==> src/rtl/sdram_capture_writer.sv <==
// sdram_capture_writer: channel-filtered ADC sample packer, show-ahead word
// FIFO and burst writer into a wrapping SDRAM region.
// Optional build macro: CAPTURE_TEST_PATTERN_EN replaces sample_data with a
// per-capture SAMPLE_W-bit counter that advances on every accepted sample.
module sdram_capture_writer #(
  parameter int unsigned  NUM_CH       = 4,
  parameter int unsigned  SAMPLE_W     = 16,
  parameter int unsigned  FIFO_DEPTH   = 16,
  parameter int unsigned  BURST_BYTES  = 64,
  parameter logic [31:0]  REGION_BYTES = 32'h0100_0000,
  localparam int unsigned CH_W         = (NUM_CH > 1) ? $clog2(NUM_CH) : 1
) (
  input  logic                clk,
  input  logic                reset_n,
  input  logic                start,
  input  logic                stop_write,
  input  logic [31:0]         num_bytes,
  input  logic [31:0]         base_addr,
  input  logic [NUM_CH-1:0]   ch_en,
  input  logic                sample_valid,
  input  logic [CH_W-1:0]     sample_ch,
  input  logic [SAMPLE_W-1:0] sample_data,
  input  logic                write_buffer_full,
  input  logic                write_control_done,
  output logic                write_control_fixed_location,
  output logic [31:0]         control_write_base,
  output logic [31:0]         control_write_length,
  output logic                write_control_go,
  output logic                user_data_valid,
  output logic [31:0]         user_write_buffer_data,
  output logic                busy,
  output logic                capture_done,
  output logic                overflow,
  output logic [31:0]         bytes_written
);

  localparam int unsigned SPW     = 32 / SAMPLE_W;
  localparam int unsigned CW      = (SPW > 1) ? $clog2(SPW) : 1;
  localparam int unsigned AW      = $clog2(FIFO_DEPTH);
  localparam int unsigned PW      = AW + 1;
  localparam int unsigned PACK_W  = 32 - SAMPLE_W;
  localparam logic [31:0] BURST_B = 32'(BURST_BYTES);

  typedef enum logic [1:0] {S_IDLE, S_GO, S_DATA, S_WAIT} state_t;

  state_t              state, state_nxt;
  logic                start_cap, next_burst, finish;
  logic [31:0]         base_q, num_q, cur_addr, remaining, len_q, burst_left, pushed_bytes;
  logic [NUM_CH-1:0]   ch_en_q;
  logic [31:0]         rem_nxt, addr_nxt;
  logic [32:0]         addr_sum, region_end;
  logic [PACK_W-1:0]   pack_q;
  logic [CW-1:0]       cnt_q;
  logic [31:0]         word_q, word_nxt;
  logic                word_pend_q, accept, smp_last;
  logic [SAMPLE_W-1:0] smp;
  logic [31:0]         mem [FIFO_DEPTH];
  logic [PW-1:0]       wr_ptr, rd_ptr;
  logic                fifo_empty, fifo_full, push;

  function automatic logic [31:0] burst_len(input logic [31:0] r);
    return (r < BURST_B) ? r : BURST_B;
  endfunction

  assign write_control_fixed_location = 1'b0;
  assign busy             = (state != S_IDLE);
  assign write_control_go = (state == S_GO);
  assign control_write_base   = cur_addr;
  assign control_write_length = len_q;

  // Next burst address and remaining byte count, wrapping inside the region
  assign rem_nxt    = remaining - len_q;
  assign addr_sum   = {1'b0, cur_addr} + {1'b0, len_q};
  assign region_end = {1'b0, base_q} + {1'b0, REGION_BYTES};
  assign addr_nxt   = (addr_sum >= region_end) ? base_q : addr_sum[31:0];

  // State register
  always_ff @(posedge clk) begin
    if (!reset_n) state <= S_IDLE;
    else          state <= state_nxt;
  end

  // Next-state logic and capture control strobes
  always_comb begin
    state_nxt  = state;
    start_cap  = 1'b0;
    next_burst = 1'b0;
    finish     = 1'b0;
    case (state)
      S_IDLE: if (start && !stop_write) begin
        state_nxt = S_GO;
        start_cap = 1'b1;
      end
      S_GO:   state_nxt = S_DATA;
      S_DATA: if (burst_left == 32'd0) state_nxt = S_WAIT;
      S_WAIT: if (write_control_done) begin
        if (rem_nxt == 32'd0 || stop_write) begin
          state_nxt = S_IDLE;
          finish    = 1'b1;
        end else begin
          state_nxt  = S_GO;
          next_burst = 1'b1;
        end
      end
      default: state_nxt = S_IDLE;
    endcase
  end

  // Burst bookkeeping, byte counters and completion pulse
  always_ff @(posedge clk) begin
    if (!reset_n) begin
      base_q        <= '0;
      num_q         <= '0;
      ch_en_q       <= '0;
      cur_addr      <= '0;
      remaining     <= '0;
      len_q         <= '0;
      burst_left    <= '0;
      bytes_written <= '0;
      capture_done  <= 1'b0;
    end else begin
      capture_done <= finish;
      if (start_cap) begin
        base_q        <= base_addr;
        num_q         <= num_bytes;
        ch_en_q       <= ch_en;
        cur_addr      <= base_addr;
        remaining     <= num_bytes;
        len_q         <= burst_len(num_bytes);
        burst_left    <= burst_len(num_bytes);
        bytes_written <= '0;
      end else if (next_burst) begin
        remaining  <= rem_nxt;
        cur_addr   <= addr_nxt;
        len_q      <= burst_len(rem_nxt);
        burst_left <= burst_len(rem_nxt);
      end else if (user_data_valid) begin
        burst_left    <= burst_left - 32'd4;
        bytes_written <= bytes_written + 32'd4;
      end
    end
  end

`ifdef CAPTURE_TEST_PATTERN_EN
  logic [SAMPLE_W-1:0] tp_cnt;
  logic                unused_sample_data;
  assign unused_sample_data = ^sample_data;
  assign smp = tp_cnt;

  // Test-pattern counter, restarted on every capture
  always_ff @(posedge clk) begin
    if (!reset_n)       tp_cnt <= '0;
    else if (start_cap) tp_cnt <= '0;
    else if (accept)    tp_cnt <= tp_cnt + SAMPLE_W'(1);
  end
`else
  assign smp = sample_data;
`endif

  assign accept   = sample_valid && busy && ch_en_q[sample_ch] && (pushed_bytes < num_q);
  assign smp_last = (cnt_q == CW'(SPW - 1));
  assign word_nxt = {pack_q, smp};

  // Sample packer: first sample lands in the MSBs; partial words die at stop
  always_ff @(posedge clk) begin
    if (!reset_n) begin
      pack_q       <= '0;
      cnt_q        <= '0;
      word_q       <= '0;
      word_pend_q  <= 1'b0;
      pushed_bytes <= '0;
    end else begin
      word_pend_q <= 1'b0;
      if (start_cap || finish) begin
        pack_q <= '0;
        cnt_q  <= '0;
        if (start_cap) pushed_bytes <= '0;
      end else if (accept) begin
        pack_q <= word_nxt[PACK_W-1:0];
        if (smp_last) begin
          cnt_q        <= '0;
          word_q       <= word_nxt;
          word_pend_q  <= 1'b1;
          pushed_bytes <= pushed_bytes + 32'd4;
        end else begin
          cnt_q <= cnt_q + CW'(1);
        end
      end
    end
  end

  assign fifo_empty = (wr_ptr == rd_ptr);
  assign fifo_full  = (wr_ptr[AW] != rd_ptr[AW]) && (wr_ptr[AW-1:0] == rd_ptr[AW-1:0]);
  assign push       = word_pend_q && !fifo_full;

  assign user_data_valid = (state == S_DATA) && !fifo_empty && !write_buffer_full &&
                           (burst_left != 32'd0);
  assign user_write_buffer_data = fifo_empty ? 32'd0 : mem[rd_ptr[AW-1:0]];

  // FIFO pointers and sticky overflow; a word pushed into a full FIFO is lost
  always_ff @(posedge clk) begin
    if (!reset_n) begin
      wr_ptr   <= '0;
      rd_ptr   <= '0;
      overflow <= 1'b0;
    end else if (start_cap) begin
      wr_ptr   <= '0;
      rd_ptr   <= '0;
      overflow <= 1'b0;
    end else begin
      if (push)                       wr_ptr   <= wr_ptr + PW'(1);
      if (word_pend_q && fifo_full)   overflow <= 1'b1;
      if (user_data_valid)            rd_ptr   <= rd_ptr + PW'(1);
    end
  end

  // FIFO storage
  always_ff @(posedge clk) begin
    if (push) mem[wr_ptr[AW-1:0]] <= word_q;
  end

endmodule

==> config.mk <==
export PLATFORM = sky130hd
export DESIGN_NAME = sdram_capture_writer
export DESIGN_NICKNAME = d
export VERILOG_FILES = /design/src/rtl/sdram_capture_writer.sv
export SDC_FILE = /design/constraint.sdc
export NUM_CORES = 1
export LEC_CHECK = 0
export CORE_UTILIZATION = 60
export CTS_CLUSTER_SIZE = 10
export DETAILED_ROUTE_END_ITERATION = 10
export GPL_TIMING_DRIVEN = 1
export PLACE_DENSITY_LB_ADDON = 0.1
export SLEW_MARGIN = 10
export SYNTH_ARGS = -nofsm -noshare
export SYNTH_HDL_FRONTEND = slang
export SYNTH_SLANG_ARGS = --single-unit
==> constraint.sdc <==
create_clock -name clk -period 15.9 [get_ports clk]
set_clock_uncertainty 0.2 [all_clocks]
set_input_delay 3.18 -clock clk [delete_from_list [all_inputs] [get_ports clk]]
set_output_delay 3.18 -clock clk [all_outputs]
set_load 0.03 [all_outputs]
# Yosys cells after proc, flatten, opt, wreduce, memory -nomap -nowiden
# Memories as Yosys holds them, arrays and structs flattened. A register that Yosys moved wholly into a read port is not among the register bits.
# Cells that the tools add are included.
[op_classes]
add_sub_neg = 9
n_lt_le_gt_ge = 5
eq_ne = 10
mux = 38
bitwise = 4
n_reduce_logical = 32
[op_table]
columns = ["cell", "count"]
rows = [
  ["32-bit two-way mux", 17],
  ["32-bit by 3-bit adder with 32-bit output (second input constant)", 2],
  ["32-bit logical NOT", 2],
  ["32-bit by 7-bit < comparator with 1-bit output (second input constant)", 2],
  ["32-bit by 25-bit adder with 33-bit output (second input constant)", 1],
  ["32-bit by 32-bit adder with 33-bit output", 1],
  ["33-bit greater-or-equal comparator", 1],
  ["32-bit < comparator", 1],
  ["32-bit nonzero test", 1],
  ["32-bit by 3-bit subtractor with 32-bit output (second input constant)", 1],
  ["32-bit subtractor", 1],
  ["1-bit two-way mux", 14],
  ["5-bit by 1-bit adder with 5-bit output (second input constant)", 2],
  ["1-bit logical AND", 10],
  ["3-bit AND reduction", 3],
  ["4-bit two-way mux", 2],
  ["2-bit inequality test (second input constant)", 4],
  ["2-bit case mux with 4 select lines", 1],
  ["2-bit nonzero test", 4],
  ["2-bit two-way mux", 3],
  ["5-bit equality test", 1],
  ["2-bit equality test (second input constant)", 2],
  ["4-bit equality test", 1],
  ["1-bit logical NOT", 4],
  ["other kinds (12)", 17],
]
[totals]
reg_bits = 324
ram_bits = 512
out_inout_bits = 134
elab_cells = 117
memories = 1
[memory_table]
columns = ["name", "words", "width", "rd", "rd_ports_with_merged_regs", "wr", "line", "source"]
rows = [
  ["mem", 16, 32, 1, 1, 1, "57", "logic [31:0] mem [FIFO_DEPTH];"],
]

# Logic depth before layout (Yosys ltp)
[depth]
word_depth = 9
depth_mapped = 24
depth_no_buf = 22

# Worst setup path after synthesis
# No wires, ideal clock.
[synth_path]
path_type = "in2out"
from = "input write_buffer_full"
to = "output user_data_valid"
t_arrival_ns = 4.300
t_required_ns = 12.520
slack_ns = 8.220
cell_stages = 5
path_buffers = 2
cell_sequence = "nor2_1 nand2_1 inv_1 clkbuf_1 buf_1"
[synth_between]
elab_chain_len = 3
[synth_rtl]
columns = ["element", "line", "source"]
rows = [
  ["start: declaration", "23", "input logic write_buffer_full,"],
  ["1-bit logical NOT", "196", "assign user_data_valid = (state == S_DATA) && !fifo_empty && !write_buffer_full &&"],
  ["1-bit logical AND (2 in a row)", "196", ""],
  ["end: declaration", "29", "output logic user_data_valid,"],
]
# No other way between the ends.

# Worst setup path after layout
# Ends and elaborated chain as after synthesis.

==> impl_metrics.ini <==
[synth]
yosys_most_used_dff = edfxtp_1
yosys_warnings = 0
synth_edf_count = 512
syn_avg_cell_area_um2 = 12.1
yosysSeqAreaShare = 0.574
ys_types = 82
synthCells = 3146
synthArstFlopShare = 0
netlist_area_mm2 = 0.0381
ys_ff_latch = 836

[placement]
placed_cells = 4075
io_buffers = 223
hpwl_um = 61600
gp_congestion = 0.941

[drt]
routedWlPerCell_um = 23.5
met1_length_um = 38800
dr_total_vias = 26500
drt-initial-drc-count = 2200
antenna_left = 0
drt-total-wl_um = 99700
wl_met2_um = 49900
post-route-drc-count = 0
highest_layer = met5
via_per_inst = 6.26
dr.pass1.iters = 6
wl_met3_um = 7200

[worst_setup_path]
ff2ff_path_depth = 23
rr_startpoint = control_write_length[0]
cp.depth = 5
slowest_stage = clkdlybuf4s50_1
critPathArrivalTime_ns = 5.43
crit_type = in -> out
cp_max_fo = 21
required_ns = 12.52
cp-end-kind = primary output
crit_family = buffers and inverters
crit_path_cell_trace = clkdlybuf4s50_1 -> nor2_1 -> nand2_1 -> inv_1 -> clkdlybuf4s50_1
crit_top_cell = clkdlybuf4s50_1
critical_path.startpoint_type = input port
worstSetupStartpoint = write_buffer_full
cp_slowest_stage_delay_ns = 0.85
cp_num_buf_inv = 3

[timing]
rsz0062_at_grt = no
fmax_ghz = 0.114
post-route-min-period_ns = 8.81
fin_crit_sh = 0.554
tns_ns = 0
tightest_slew_ns = 1.10
setup_violations = 0
hold_viol = 0
drv_slew = 0
slew_headroom = 0.269

[global_routing]
grt_max_degree = 102
grt_pass1_wl_um = 151000
antenna_found_initial = 7
grt_pass1_vias = 26400
grt_use_total = 0.310
grt.overflow.total = 0

[power]
p_int_mw = 3.80
combPwrFrac = 0.168
peakVddDrop_v = 0.0000891
switching_share = 0.274
seqPwrFrac = 0.451
power_leakage_nw = 14.9
power_density_mw_per_mm2 = 119
power_frac_clock = 0.381
p_sw_mw = 1.44

[final_layout]
fillers = 4376
drive_above_1_share = 0.0957
multi_input_area_mm2 = 0.0153
layout_common_cells = edfxtp_1, nand2_1, dfxtp_1, a21oi_1, clkdlybuf4s50_1
final_common_cell = edfxtp_1
final_cells = 4236
syn2layout_area_growth_pct = 15.5
final_net_count = 3570
seq_area_mm2 = 0.0219

[clock_tree]
clockBufferDepth = 3
htree_levels = 3
root_buffer = clkbuf_16
postCtsHoldBufs = 0
numCtsBuffers = 95
cts_tree = built
post_cts_buffers = 0
cts.clk_slew.worst_paths_ns = 0.06
cts.sink_count = 836
clk_latency_ns = 0.66
cts_resized = 0

[status]
status = complete, no violations

[hold_path]
hp-start = pack_q[0]
worstHoldPathCells = 2
hold_path_class = reg -> reg

[die]
die_x_um = 254
rows = 91
die_y_um = 254
core_area_mm2 = 0.0622
io_pins = 227
die_area_mm2 = 0.0645
initial_utilization = 0.613

[run]
cap_violations = 0
-- synthesized netlist by cell type, types with 12 or more instances --
cell type	instances	area, um2
nand2_1	326	1220
nand3_1	62	310
and3_1	21	131
mux4_2	129	2910
o31ai_1	19	143
buf_2	16	80.1
a31oi_1	31	194
a211oi_1	77	578
a21oi_1	233	1170
o211ai_1	21	158
o21ai_0	102	510
mux2i_1	122	1220
nor3_1	61	305
xnor2_1	87	762
or4_1	21	158
o21ai_1	12	60.1
nor2b_1	39	244
and2_1	13	81.3
buf_1	26	97.6
edfxtp_1	512	15400
nor4_1	25	156
ha_1	140	1750
nor3b_1	14	105
clkbuf_1	124	465
inv_1	114	428
nand4_1	26	163
nor2_1	203	762
dfxtp_1	324	6490
a21o_1	53	398
xor2_1	32	280
or3_1	16	100
-- power groups by stage --
stage          combinational (mW)  sequential (mW)  clock (mW)
2_1_floorplan               0.619             2.40           0
3_3_place_gp                0.843             2.40           0
3_5_place_dp                0.861             2.40           0
4_1_cts                     0.867             2.36        2.01
5_1_grt                     0.955             2.36        2.10
6_report                    0.881             2.36        1.99
-- state kept, by name, summed over array words and instances, names as in the netlist, 32 cells and up, named ones only --
name / flops
mem: 512
base_q: 32
burst_left: 32
control_write_base: 32
control_write_length: 32
num_q: 32
remaining: 32
word_q: 32
-- cell families after synthesis --
| family | synth area share |
|---|---|
| AOI/OAI and AO/OA | 0.104 |
| buffers and inverters | 0.0290 |
| adders and majority gates | 0.0470 |
| other | 0.0000985 |
| DFF | 0.574 |
| muxes | 0.108 |
| and+or+nand+nor | 0.110 |
| xor gates and xnor gates | 0.0274 |
-- cell type report --
cell class                 count  area share
tap                          837      0.0238
multi-input combinational   2027       0.348
clock inverter                 9     0.00353
timing repair buffer         260      0.0570
sequential                   836       0.497
antenna                        3    0.000171
inverter                     115     0.00987
clock buffer                 149      0.0603
-- worst register-to-register path: cells and delay by family (launching register included) --
| kind | cells | cell delay (ns) |
|---|---|---|
| mux | 2 | 0.42 |
| fa+ha+maj | 3 | 0.97 |
| buf+inv | 1 | 0.49 |
| compound gates | 13 | 3.40 |
| simple gates | 3 | 0.30 |
| xor+xnor | 1 | 0.18 |
| flops | 1 | 0.40 |
-- worst paths after layout --
| kind | end | slack, ns |
|---|---|---|
| worst max-delay path | user_data_valid | 7.09 |
| worst min register to register | word_q[16] | 0.26 |
| worst max register to register | control_write_base[26] | 9.39 |
| worst min-delay path | word_q[16] | 0.26 |
-- per-stage QoR --
| stage | cell area, um2 | hold slack, ns | setup slack (ns) | utilization | total power [mW] |
|---|---|---|---|---|---|
| after floorplan | 38100 | 0.232 | 8.22 | - | 3.02 |
| after CTS | 44000 | 0.255 | 7.10 | 0.707 | 5.24 |
| after global routing | 44000 | 0.272 | 6.97 | 0.707 | 5.42 |
| final | 44000 | 0.257 | 7.09 | 0.707 | 5.23 |
| after detailed placement | 41200 | 0.248 | 7.10 | 0.662 | 3.26 |
| after global placement | 41200 | 0.242 | 7.17 | 0.662 | 3.24 |
-- routing by layer --
| metal | track usage | vias to the layer above |
|---|---|---|
| met5 | 0 | - |
| met1 | 0.389 | 13100 |
| met2 | 0.532 | 1099 |
| met4 | 0.129 | 6 |
| met3 | 0.0514 | 221 |
| li1 | - | 12100 |
Power figures use the tool's default switching activity.
